### src/rtl/alarm_clock_pkg.sv
// Shared constants for the alarm clock digit counters.
// The helper returns the largest legal hours-units digit for a given hours-tens digit.
package alarm_clock_pkg;

    localparam logic [3:0] UNITS_MAX       = 4'd9;
    localparam logic [3:0] UNITS_MAX_AT_20 = 4'd3;
    localparam logic [1:0] TENS_20         = 2'd2;

    // Hours 20-23 stop at 3 so the clock rolls 23 -> 00.
    function automatic logic [3:0] units_limit(input logic [1:0] tens);
        return (tens == TENS_20) ? UNITS_MAX_AT_20 : UNITS_MAX;
    endfunction

endpackage

### src/rtl/btn_sync_edge.sv
// Two-flop synchronizer plus a history flop for a level button.
// Rise is high for one cycle after each synchronized low-to-high transition.
module btn_sync_edge (
    input  logic Clk,
    input  logic Clr,
    input  logic D,
    output logic Rise
);

    logic sync1;
    logic sync2;
    logic hist;

    always_ff @(posedge Clk or negedge Clr) begin
        if (!Clr) begin
            sync1 <= 1'b0;
            sync2 <= 1'b0;
            hist  <= 1'b0;
        end else begin
            sync1 <= D;
            sync2 <= sync1;
            hist  <= sync2;
        end
    end

    assign Rise = sync2 & ~hist;

endmodule

### src/rtl/hour_units_counter.sv
// Hours-units BCD digit of the alarm clock, with limit 3 during the 20s and 9 otherwise.
// Loads are range-checked; a rejected load raises a sticky Load_Err instead of changing COUNT.
module hour_units_counter
    import alarm_clock_pkg::*;
(
    input  logic       Clk,
    input  logic       Clr,
    input  logic       Enable,
    input  logic       Set_Btn,
    input  logic       LD,
    input  logic [3:0] IN,
    input  logic [1:0] TENS,
    output logic [3:0] COUNT,
    output logic       Carry,
    output logic       Load_Err
);

    logic       btn_rise;
    logic       advance;
    logic [3:0] limit;

    btn_sync_edge u_btn_sync_edge (
        .Clk  (Clk),
        .Clr  (Clr),
        .D    (Set_Btn),
        .Rise (btn_rise)
    );

    assign advance = Enable | btn_rise;
    assign limit   = units_limit(TENS);

    // Load beats advance; anything at or above the limit wraps, including out-of-range values.
    always_ff @(posedge Clk or negedge Clr) begin
        if (!Clr) begin
            COUNT    <= 4'd0;
            Carry    <= 1'b0;
            Load_Err <= 1'b0;
        end else begin
            Carry <= 1'b0;
            if (LD) begin
                if (IN <= limit) begin
                    COUNT    <= IN;
                    Load_Err <= 1'b0;
                end else begin
                    Load_Err <= 1'b1;
                end
            end else if (advance) begin
                if (COUNT < limit) begin
                    COUNT <= COUNT + 4'd1;
                end else begin
                    COUNT <= 4'd0;
                    Carry <= 1'b1;
                end
            end
        end
    end

endmodule

### config.mk
export PLATFORM = sky130hd
export DESIGN_NAME = hour_units_counter
export DESIGN_NICKNAME = d
export VERILOG_FILES = /design/src/rtl/alarm_clock_pkg.sv /design/src/rtl/btn_sync_edge.sv /design/src/rtl/hour_units_counter.sv
export SDC_FILE = /design/constraint.sdc
export NUM_CORES = 1
export LEC_CHECK = 0
export ABC_AREA = 1
export BUFFER_PORTS_ARGS = -buffer_cell sky130_fd_sc_hd__clkbuf_2
export CORE_AREA = 3 3 40 42
export CTS_CLUSTER_SIZE = 12
export DETAILED_ROUTE_END_ITERATION = 8
export DIE_AREA = 0 0 43 45
export GPL_TIMING_DRIVEN = 0
export PLACE_DENSITY_LB_ADDON = 0.25
export SYNTH_ARGS = -nofsm -noshare
export SYNTH_HDL_FRONTEND = slang
export SYNTH_SLANG_ARGS = --single-unit
### constraint.sdc
create_clock -name Clk -period 3.27 [get_ports Clk]
set_clock_uncertainty 0.05 [all_clocks]
set_input_delay 0.654 -clock Clk [delete_from_list [all_inputs] [get_ports Clk]]
set_output_delay 0.654 -clock Clk [all_outputs]
set_load 0.03 [all_outputs]
==> impl_metrics.yaml, run 1 <==
die:
  rows: 13
  die_y_microns: 45
  io-pin-count: 17
  initial_core_util: 0.3992
  dieArea_sq_mm: 0.001935
  core-area_sq_mm: 0.001285
  fp.dieW_microns: 43
placement:
  port_buffers: 15
  place_inst: 101
  hpwl_microns: 818
  globalplace.congestion: 0.7628
sta:
  period_share: 0.5157
  whs_ns: 0.1890
  fmax_mhz: 593.0
  final_max_slew_viol_count: 0
  setup_viol: 0
  tns_ns: 0
  hold_viol_final: 0
  relSlewSlack: 0.8336
  fin_crit_ns: 1.686
  tightest_slew_ns: 0.2496
  rsz0062_at_grt: "false"
clock_tree:
  clockBufferDepth: 2
  tritoncts: "built"
  cts_made_buffers: 3
  clk_latency_ns: 0.25
  post_cts_buffers: 0
  hold_buffers: 0
  cts-root-buf: "clkbuf_4"
  h-tree-depth: 1
  ctsResizeCount: 0
  cts_sinks: 9
  clk_pin_slew_ns: 0.05
synthesis:
  synth_compound_area_frac: 0.06585
  synth.cell_area_sq_um: 513.0
  synth_nets: 83
  synth_fa_ha_area_frac: 0.02439
  yosysWarnings: 0
  synth_mux_area_frac: 0
  synthSimpleGateAreaFrac: 0.3829
  synthXorXnorAreaFrac: 0
  ys_ff_latch: 9
  ys_seq_area_frac: 0.4390
  synth_cell_types: 16
  synth_top_family_by_area: "simple AND/OR/NAND/NOR gates"
  synth_cells: 71
  avgSynthCellArea_sq_um: 7.225
routing:
  vias_per_cell: 4.486
  drt-wirelength-per-cell_microns: 9.476
  wl_met1_microns: 473
  top_layer: "met3"
  first_iter_violations: 3
  drc: 0
  vias: 471
  drt_wl_total_microns: 995
  final_antenna_net_count: 0
  met3_length_microns: 60
  first_pass_iters: 2
  met2WireLength_microns: 461
worst_setup_path:
  required_ns: 2.57
  critical_path.slowest_cell: "dfrtp_1"
  cp-end-kind: "output pin"
  cp_top_family: "flip-flops"
  start_kind: "register"
  ff2ff_path_depth: 7
  worstPathMaxFanout: 8
  crit_type: "register to output pin"
  path_depth: 1
  crit_buf_inv: 1
  cp_cell_sequence: "clkbuf_2"
  arrival_ns: 0.98
  crit_path_max_incr_delay_ns: 0.47
pwr:
  cellPowerDensity_mw_per_mm2: 558.2
  power_uw: 353.4
  ir_drop_mv: 0.3093
  p_leak_uw: 0.0003639
run:
  max_cap_violations: 0
layout:
  final_net_count: 103
  drive_gt1_frac: 0.3222
  diodes: 0
  mostFrequentLayoutCell: "nand2_1"
  seqCellArea_sq_um: 225.2
  syn2layout_area_growth_pct: 23.41
  multi_input_area_sq_um: 242.7
  fillers: 143
  stdcell_count: 105
  final_cell_mix: "25 x nand2_1, 15 x clkbuf_2, 9 x dfrtp_1"
global_route:
  grt_pass1_wl_microns: 1807
  overflow: 0
  grt_max_degree: 10
  grt_pass1_vias: 449
  track_usage: 0.1279
  antenna_found_initial: 0
worst_hold_path:
  hold_class: "input pin to async pin"
run_status:
  outcome: "finished, final reports clean"
[per-stage QoR]
| stage | utilization | setup slack, ns | area (sq um) |
|---|---|---|---|
| global route | 0.4927 | 1.519 | 633.1 |
| detailed placement | 0.4722 | 1.756 | 606.8 |
| CTS | 0.4927 | 1.558 | 633.1 |
| floorplan | - | 1.917 | 513.0 |
| global placement | 0.4722 | 1.759 | 606.8 |
| finish | 0.4927 | 1.584 | 633.1 |
[kinds of logic after synthesis]
logic type               Yosys count
AND/OR/NAND/NOR                   44
buffers and inverters             11
flip-flops                         9
AO/OA/AOI/OAI                      6
adder cells (fa/ha/maj)            1
[layer usage]
| metal | GRT usage | vias to the layer above |
|---|---|---|
| met3 | 0.07171 | 0 |
| met2 | 0.1856 | 12 |
| met4 | 0.03614 | 0 |
| met5 | 0 | - |
| li1 | - | 256 |
| met1 | 0.1642 | 203 |
[where the power goes]
part,switching (uW),internal (uW),total (uW)
combinational,81.0,42.1,123
clock,33.9,46.7,80.6
sequential,22.4,127,150
[cell type report]
| type | count | area share |
|---|---|---|
| multi-input combinational | 51 | 0.3834 |
| sequential | 9 | 0.3557 |
| timing repair buffer | 15 | 0.1186 |
| inverter | 10 | 0.05929 |
| clock buffer | 4 | 0.04150 |
| tap | 15 | 0.02964 |
| buffer | 1 | 0.01186 |
[final timing paths]
check                                                 from                               to  slack [ns]
setup / recovery                      COUNT[0]$_DFFE_PN0P_                         COUNT[0]        1.58
hold / removal                                         Clr                  Carry$_DFF_PN0_        0.19
setup reg to reg                      COUNT[0]$_DFFE_PN0P_             COUNT[2]$_DFFE_PN0P_        2.01
hold reg to reg            u_btn_sync_edge.sync1$_DFF_PN0_  u_btn_sync_edge.sync2$_DFF_PN0_        0.30
max in group asynchronous                              Clr  u_btn_sync_edge.sync1$_DFF_PN0_        2.80
min in group Clk           u_btn_sync_edge.sync1$_DFF_PN0_  u_btn_sync_edge.sync2$_DFF_PN0_        0.30
[synth_stat cells]
master,n,area share
nand3_1,4,0.039
nand2_1,25,0.18
nor3b_2,1,0.024
nand4_1,1,0.012
or2_1,1,0.012
a21oi_1,1,0.0097
nor2_1,7,0.051
nor2_2,1,0.012
ha_1,1,0.024
o21ai_2,1,0.017
nand2_2,4,0.049
buf_4,1,0.015
o21ai_1,4,0.039
dfrtp_1,9,0.44
inv_1,7,0.051
inv_2,3,0.022
[flip-flops by register name (all words and copies together), names as in the netlist]
| signal | cells |
|---|---|
| u_btn_sync_edge.sync2 | 1 |
| Load_Err | 1 |
| COUNT | 4 |
| Carry | 1 |
| u_btn_sync_edge.hist | 1 |
| u_btn_sync_edge.sync1 | 1 |
(Power assumes the default switching activity.)
==> run 2, diff against run 1 <==
Clock period 3.27 ns to 1.7 ns, I/O delays scaled along.
==> run 2 against run 1 <==
Register-to-register slack lost 1.6 ns; clock power grew 92%; sequential power grew 92%; final area grew 1.6%; die area is the same; wire length grew 0.40%.
==> impl_metrics.yaml, run 2 (same netlist as run 1, synthesis figures left out) <==
global_route:
  grt_pass1_wl_microns: 1821
  grt_pass1_vias: 452
  track_usage: 0.1288
  antenna_found_initial: 0
  grt_max_degree: 10
  overflow: 0
clock_tree:
  cts-root-buf: "clkbuf_4"
  clk_latency_ns: 0.25
  cts_made_buffers: 3
  h-tree-depth: 1
  clockBufferDepth: 2
  tritoncts: "built"
  cts_sinks: 9
  clk_pin_slew_ns: 0.05
routing:
  first_pass_iters: 2
  vias: 473
  drt-wirelength-per-cell_microns: 9.425
  drc: 0
  vias_per_cell: 4.462
  final_antenna_net_count: 0
  drt_wl_total_microns: 999
  first_iter_violations: 3
placement:
  port_buffers: 15
  hpwl_microns: 818
  globalplace.congestion: 0.7628
worst_setup_path:
  cp_cell_sequence: "clkbuf_2"
  cp-end-kind: "output pin"
  crit_buf_inv: 1
  crit_path_max_incr_delay_ns: 0.47
  crit_type: "register to output pin"
  cp_top_family: "flip-flops"
  required_ns: 1.31
  critical_path.slowest_cell: "dfrtp_1"
  start_kind: "register"
  worstPathMaxFanout: 8
  ff2ff_setup_slack_ns: 0.44
  arrival_ns: 0.98
sta:
  final_max_slew_viol_count: 0
  hold_viol_final: 0
  relSlewSlack: 0.8336
  tns_ns: 0
  tightest_slew_ns: 0.2496
  fin_crit_ns: 1.372
  fmax_mhz: 728.7
  rsz0062_at_grt: "false"
  setup_viol: 0
  period_share: 0.8072
pwr:
  p_leak_uw: 0.0003681
  power.share.clock: 0.227
  switching_share: 0.3880
  seq_power_share: 0.422
  power_frac_comb: 0.350
  internal-power_uw: 417.1
  ir_drop_mv: 0.5968
  power_uw: 681.5
  power_switching_uw: 264.4
  cellPowerDensity_mw_per_mm2: 1060
layout:
  mostFrequentLayoutCell: "nand2_1"
  multi_input_area_sq_um: 242.7
  syn2layout_area_growth_pct: 25.37
  diodes: 0
  drive_gt1_frac: 0.3187
  seqCellArea_sq_um: 225.2
  fillers: 142
  final_cell_mix: "25 x nand2_1, 15 x clkbuf_2, 9 x dfrtp_1"
  final_net_count: 104
  largest_reg_flops: 4
  top_register: "COUNT"
die:
  core-area_sq_mm: 0.001285
  die_y_microns: 45
  io-pin-count: 17
  initial_core_util: 0.3992
  dieArea_sq_mm: 0.001935
  fp.dieW_microns: 43
  rows: 13
worst_hold_path:
  hold_class: "input pin to register"
run:
  max_cap_violations: 0
run_status:
  outcome: "finished, final reports clean"
==> run 2: final timing paths <==
path / depth (start not counted) / startpoint / endpoint
worst max-delay path: 1 / COUNT[0]$_DFFE_PN0P_ / COUNT[0]
worst min-delay path: 1 / Set_Btn / u_btn_sync_edge.sync1$_DFF_PN0_
worst max register to register: 7 / COUNT[0]$_DFFE_PN0P_ / COUNT[2]$_DFFE_PN0P_
worst min register to register: 0 / u_btn_sync_edge.sync1$_DFF_PN0_ / u_btn_sync_edge.sync2$_DFF_PN0_
max in group asynchronous: 2 / Clr / u_btn_sync_edge.sync1$_DFF_PN0_
min in group asynchronous: 2 / Clr / Carry$_DFF_PN0_
==> run 2: area by class of cell <==
cell class | instances | share of cell area
multi-input cells | 51 | 0.3774
repair buffers | 16 | 0.1323
inverters | 10 | 0.05837
well taps | 15 | 0.02918
flip-flops and latches | 9 | 0.3502
plain buffers | 1 | 0.01167
clock buffers | 4 | 0.04086
==> run 2: power groups by stage <==
stage	clock network [uW]	logic, uW	registers (uW)
floorplan	0	122	336
global placement	0	236	291
finish	155	239	288
global route	179	265	294
CTS	168	242	288
detailed placement	0	239	292
==> run 2: per-stage QoR <==
stage / hold slack (ns) / area [sq um] / std cells / worst slack, ns / util
CTS: 0.1300 / 643.1 / 106 / 0.3022 / 0.5005
global placement: 0.1498 / 606.8 / 101 / 0.4563 / 0.4722
global route: 0.1226 / 643.1 / 106 / 0.2629 / 0.5005
floorplan: -0.005591 / 513.0 / 71 / 0.3473 / -
detailed placement: 0.1506 / 606.8 / 101 / 0.4394 / 0.4722
finish: 0.1433 / 643.1 / 106 / 0.3277 / 0.5005
==> run 2: timing repair <==
action	in CTS	in global routing
buffers inserted	0	0
hold buffers	1	0
endpoints found under the setup margin	0	0
endpoints found under the hold margin	9	0
gates resized for setup	0	0
==> run 2: routing by layer <==
layer,track usage,share of wire
met2,0.1856,0.46
met1,0.1667,0.48
met4,0.03614,0
met3,0.07171,0.060
met5,0,0
